<file path="src/rtl/boot_loader.sv">
// Boot sequencer: holds the core in reset, streams a little-endian program image
// into instruction memory, verifies an 8-bit payload checksum, then releases the core.
module boot_loader #(
    parameter int ADDR_WIDTH = 10,
    parameter int TIMEOUT    = 1000
) (
    input  logic                  clk_i,
    input  logic                  rst_in,
    input  logic [7:0]            byte_i,
    input  logic                  byte_valid_i,
    output logic                  byte_ready_o,
    input  logic                  reload_i,
    output logic [ADDR_WIDTH-1:0] mem_addr_o,
    output logic [31:0]           mem_din_o,
    output logic                  mem_we_o,
    output logic [3:0]            mem_be_o,
    output logic                  core_rst_no,
    output logic                  busy_o,
    output logic                  err_o
);

    localparam int          CW    = ADDR_WIDTH + 1;
    localparam int          TW    = $clog2(TIMEOUT + 1);
    localparam logic [31:0] DEPTH = 32'd1 << ADDR_WIDTH;

    typedef enum logic [2:0] {
        S_HDR0,
        S_HDR1,
        S_DATA,
        S_CSUM,
        S_RUN,
        S_ERROR
    } state_t;

    state_t                r_state;
    logic [TW-1:0]         r_tcnt;
    logic [CW-1:0]         r_wcnt;
    logic [1:0]            r_idx;
    logic [7:0]            r_acc;
    logic [7:0]            r_cnt_lo;
    logic [15:0]           r_nwords;
    logic [23:0]           r_word;
    logic [ADDR_WIDTH-1:0] r_addr;
    logic [31:0]           r_din;
    logic                  r_we;
    logic                  r_core_rst_n;

    logic                  w_ready;
    logic                  w_xfer;
    logic [15:0]           w_nwords;
    logic [CW-1:0]         w_wcnt_nxt;
    logic                  w_last_word;

    assign w_ready     = (r_state == S_HDR0) || (r_state == S_HDR1) ||
                         (r_state == S_DATA) || (r_state == S_CSUM);
    assign w_xfer      = byte_valid_i && w_ready;
    assign w_nwords    = {byte_i, r_cnt_lo};
    assign w_wcnt_nxt  = r_wcnt + 1'b1;
    assign w_last_word = (32'(w_wcnt_nxt) == 32'(r_nwords));

    always_ff @(posedge clk_i or negedge rst_in) begin
        if (!rst_in) begin
            r_state      <= S_HDR0;
            r_tcnt       <= '0;
            r_wcnt       <= '0;
            r_idx        <= '0;
            r_acc        <= '0;
            r_cnt_lo     <= '0;
            r_nwords     <= '0;
            r_word       <= '0;
            r_addr       <= '0;
            r_din        <= '0;
            r_we         <= 1'b0;
            r_core_rst_n <= 1'b0;
        end else begin
            r_we         <= 1'b0;
            // Core reset trails RUN by one cycle on entry and drops with the reload sample.
            r_core_rst_n <= (r_state == S_RUN) && !reload_i;
            case (r_state)
                S_HDR0: begin
                    if (w_xfer) begin
                        r_cnt_lo <= byte_i;
                        r_state  <= S_HDR1;
                    end else if (r_tcnt == TW'(TIMEOUT - 1)) begin
                        r_state <= S_RUN;
                    end else begin
                        r_tcnt <= r_tcnt + 1'b1;
                    end
                end
                S_HDR1: begin
                    if (w_xfer) begin
                        r_nwords <= w_nwords;
                        if (w_nwords == 16'd0)
                            r_state <= S_CSUM;
                        else if (32'(w_nwords) > DEPTH)
                            r_state <= S_ERROR;
                        else
                            r_state <= S_DATA;
                    end
                end
                S_DATA: begin
                    if (w_xfer) begin
                        r_acc <= r_acc + byte_i;
                        if (r_idx == 2'd3) begin
                            r_we   <= 1'b1;
                            r_din  <= {byte_i, r_word};
                            r_addr <= r_wcnt[ADDR_WIDTH-1:0];
                            r_wcnt <= w_wcnt_nxt;
                            r_idx  <= 2'd0;
                            if (w_last_word)
                                r_state <= S_CSUM;
                        end else begin
                            r_word[8*r_idx +: 8] <= byte_i;
                            r_idx                <= r_idx + 2'd1;
                        end
                    end
                end
                S_CSUM: begin
                    if (w_xfer)
                        r_state <= (byte_i == r_acc) ? S_RUN : S_ERROR;
                end
                S_RUN, S_ERROR: begin
                    if (reload_i) begin
                        r_state <= S_HDR0;
                        r_tcnt  <= '0;
                        r_wcnt  <= '0;
                        r_idx   <= '0;
                        r_acc   <= '0;
                    end
                end
                default: r_state <= S_ERROR;
            endcase
        end
    end

    assign byte_ready_o = w_ready;
    assign busy_o       = w_ready;
    assign err_o        = (r_state == S_ERROR);
    assign core_rst_no  = r_core_rst_n;
    assign mem_we_o     = r_we;
    assign mem_be_o     = {4{r_we}};
    assign mem_addr_o   = r_addr;
    assign mem_din_o    = r_din;

endmodule

</file>
<file path="config.mk">
export PLATFORM = sky130hd
export DESIGN_NAME = boot_loader
export DESIGN_NICKNAME = d
export VERILOG_FILES = /design/src/rtl/boot_loader.sv
export SDC_FILE = /design/constraint.sdc
export NUM_CORES = 1
export LEC_CHECK = 0
export CAP_MARGIN = 20
export CORE_MARGIN = 10
export CORE_UTILIZATION = 57
export DETAILED_ROUTE_END_ITERATION = 6
export GPL_TIMING_DRIVEN = 0
export HOLD_SLACK_MARGIN = 0.02
export PLACE_DENSITY = 0.8
export SYNTH_ARGS = -nofsm -noshare
export SYNTH_HDL_FRONTEND = slang
export SYNTH_SLANG_ARGS = --single-unit
</file>
<file path="constraint.sdc">
create_clock -name clk_i -period 2.35 [get_ports clk_i]
set_input_delay 0.3525 -clock clk_i [delete_from_list [all_inputs] [get_ports clk_i]]
set_output_delay 0.3525 -clock clk_i [all_outputs]
set_load 0.02 [all_outputs]
</file>
==> flow_summary_export.csv <==
group,metric,value,unit
yosys,yosys_warnings,0,
yosys,synthFlopType,"dfrtp_1",
clock_tree,cts_buffer_depth,2,
yosys,synth_top_cell_area_share,51.7,%
clock_tree,htree_levels,4,
clock_tree,cts_buffers,17,
placed_design,place_ws,-0.527,ns
critical_path,critPathCaptureType,"register",
floorplanning,core-area,10400,sq um
placed_design,detailed_place_hpwl,10300,um
timing,relSlewSlack,29.3,%
floorplanning,start_util,58.8,%
critical_path,r2r-end,"r_word[1]$_DFFE_PN0P_",
placed_design,io_buffers,61,
timing,setup_ws,0.0449,ns
drt,drc_errors,0,
critical_path,critical_path_arrival,2.75,ns
critical_path,rrSetupSlack,0.04,ns
pwr,pwr-share-clk,37.8,%
yosys,syn-num-nets,664,
pwr,combPwrFrac,24.6,%
yosys,synth_edf_count,0,
critical_path,critPathCapture,"r_word[1]$_DFFE_PN0P_",
critical_path,cp_slowest_cell,"nor3b_1",
layout,nets,746,
clock_tree,cts_post_setup_buffers_inserted,0,
pwr,swShare,30.7,%
pwr,power_leakage,3.53,nW
critical_path,crit_start,"r_idx[0]$_DFFE_PN0P_",
grt,grt_usage,21.0,%
critical_path,path_class,"reg -> reg",
critical_path,r2r-start,"r_idx[0]$_DFFE_PN0P_",
floorplanning,rows,37,
critical_path,rr_worst_depth,5,
grt,grt_max_degree,106,
drt,viasPerCell,5.69,
grt,antenna_found_initial,0,
drt,routedWlPerCell,17.5,um
timing,fmax,434,MHz
grt,grt-ovfl-total,0,
run,drv_cap,0,
drt,dr_total_vias,4942,
layout,antenna_cells,0,
yosys,synthCells,637,
critical_path,crit_chain,"inv_1 -> ha_1 -> nor3b_1 -> nand2_1 -> o21ai_0",
layout,final_util,73.1,%
yosys,syn_area,6090,sq um
clock_tree,tritoncts,"yes",
clock_tree,clk_pin_slew,0.06,ns
timing,worst_pin_slew,1.06,ns
drt,drt_wl_total,15200,um
hold_path,hp-start,"byte_i[7]",
yosys,synth_seq_cells,126,
critical_path,cp-start-kind,"register",
layout,layout-drive-gt1-share,14.6,%
yosys,ys_seq_area_share,51.7,%
yosys,synth_common_cells,"nand2_1, dfrtp_1, o21ai_0",
timing,fin_crit_sh,98.1,%
floorplanning,dieWidth,123,um
status,status,"finished, final reports clean",
yosys,synth_area_leaders,"dfrtp_1, nand2_1, mux2_2, o21ai_0, ha_1",
hold_path,hp-class,"in -> reg",
pwr,power_switching,0.00235,W
critical_path,required,2.79,ns
clock_tree,numClockSinks,126,
pwr,power.density,1010,nW/um^2
critical_path,crit_path_max_fanout,8,
pwr,max-vdd-ir-drop,509,uV
timing,setup_viol,0,
yosys,synth_most_common_cell,"nand2_1",
yosys,yosysTopAreaCell,"dfrtp_1",
grt,grt_pass1_vias,5025,
timing,clock-skew-final,0.00518,ns
drt,dr.pass1.iters,5,
floorplanning,dieArea,15200,sq um
pwr,internal_power,0.00530,W
clock_tree,root_buffer,"clkbuf_8",
pwr,seq_power_share,37.6,%
layout,syn2layout_area_growth,24.4,%
timing,fin_crit,2.31,ns
timing,rsz0062_at_grt,"yes",
yosys,synth_cell_types,59,
grt,grt_pass1_wl,25100,um
floorplanning,die_h,123,um
yosys,async_flop_share,100,%
timing,hold_viol_final,0,
clock_tree,insertion_delay,0.53,ns
drt,drtIter0Drc,438,
timing,finalMaxSlewViolations,0,
yosys,synth_area_per_cell,9.57,sq um
drt,ant_nets,0,
placed_design,gp_congestion,0.815,
floorplanning,io_pins,63,
layout,fillers,739,
critical_path,max_stage_delay,0.86,ns
[metal layers]
| metal | vias to the layer above | share of wire, % | routed length, um | track usage (%) |
|---|---|---|---|---|
| met5 | - | 0 | 0 | 0 |
| met4 | 0 | 2.4 | 359 | 8.52 |
| met3 | 39 | 5.4 | 818 | 4.15 |
| met2 | 158 | 51 | 7800 | 36.3 |
| met1 | 2431 | 41 | 6210 | 25.2 |
| li1 | 2314 | - | - | - |
[placed cells by master (no fill, tap or decap), drive strengths merged, types with 4 or more instances in the layout]
master,netlist,final
buf,27,29
clkdlybuf4s50,0,57
o21ai,52,52
nand2b,4,4
nor2,18,18
nand3,19,19
nand2,207,207
mux2i,4,4
o31ai,9,9
and2,7,7
nor3,9,9
mux2,25,25
nor3b,6,6
nand4,6,6
dfrtp,126,126
xor2,8,8
clkinvlp,0,4
bufinv,0,5
xnor2,15,15
a21oi,13,13
clkbuf,9,28
inv,10,11
and3,5,5
ha,14,14
[power groups by stage]
stage | sequential [W] | combinational, W | clock (W)
floorplan | 0.00281 | 0.00136 | 0
global placement | 0.00286 | 0.00172 | 0
detailed placement | 0.00289 | 0.00183 | 0
CTS | 0.00287 | 0.00187 | 0.00291
global route | 0.00292 | 0.00209 | 0.00300
finish | 0.00288 | 0.00188 | 0.00289
[metrics by stage]
step | setup TNS, ns | total power, W | instance area (sq um) | instances | hold WS [ns]
finish | 0 | 0.00764 | 7580 | 868 | 0.184
global route | -0.827 | 0.00801 | 7580 | 868 | 0.211
CTS | 0 | 0.00764 | 7570 | 868 | 0.162
detailed placement | -7.12 | 0.00472 | 6900 | 835 | 0.217
global placement | -477.81 | 0.00458 | 6880 | 834 | 0.454
floorplan | 0 | 0.00417 | 6090 | 637 | 0.0569
[how the worst min path moves through the flow]
stage,to,depth (start not counted),slack (ns)
CTS,mem_din_o[31]$_DFFE_PN0P_,3,0.16
floorplan,core_rst_no$_DFF_PN0_,0,0.06
finish,mem_din_o[31]$_DFFE_PN0P_,3,0.18
detailed placement,mem_din_o[7]$_DFFE_PN0P_,1,0.22
global placement,mem_din_o[4]$_DFFE_PN0P_,2,0.45
global route,mem_din_o[31]$_DFFE_PN0P_,3,0.21
[area by class of cell]
class	instances	area (sq um)	share of cell area, %
Buffer	36	208	2.74
Clock buffer	19	442	5.83
Clock inverter	13	211	2.79
Inverter	10	37.5	0.495
Multi-Input combinational cell	465	2710	35.7
Sequential cell	126	3150	41.6
Tap cell	136	170	2.24
Timing Repair Buffer	63	653	8.61
[timing repair]
action | in CTS | in global routing
hold buffers | 1 | 0
gates resized for setup | 2 | 3
setup endpoints to repair | 2 | 18
endpoints found under the hold margin | 21 | 0
cloned | 0 | 0
[kinds of logic after synthesis]
family          after synthesis  share of synthesized area, %
buf+inv                      46                          4.02
fa+ha+maj                    15                          3.20
simple gates                299                          22.3
xor+xnor                     23                          3.31
compound gates               99                          10.2
mux                          29                          5.28
flops                       126                          51.7
[critical path, delay by kind of cell (launching register included)]
family	cells	cell delay, ns
adders and majority gates	1	0.37
DFF	1	0.49
and+or+nand+nor	2	1.01
AOI/OAI and AO/OA	1	0.19
buffers and inverters	1	0.16
[flip-flops by register name (all words and copies together) (netlist names)]
signal and count:
core_rst_no 1, mem_addr_o 10, mem_din_o 32, mem_we_o 1, r_acc 8, r_cnt_lo 8
r_idx 2, r_nwords 16, r_state 3, r_tcnt 10, r_wcnt 11, r_word 24
Note: power is estimated with default switching activity, not from simulation.
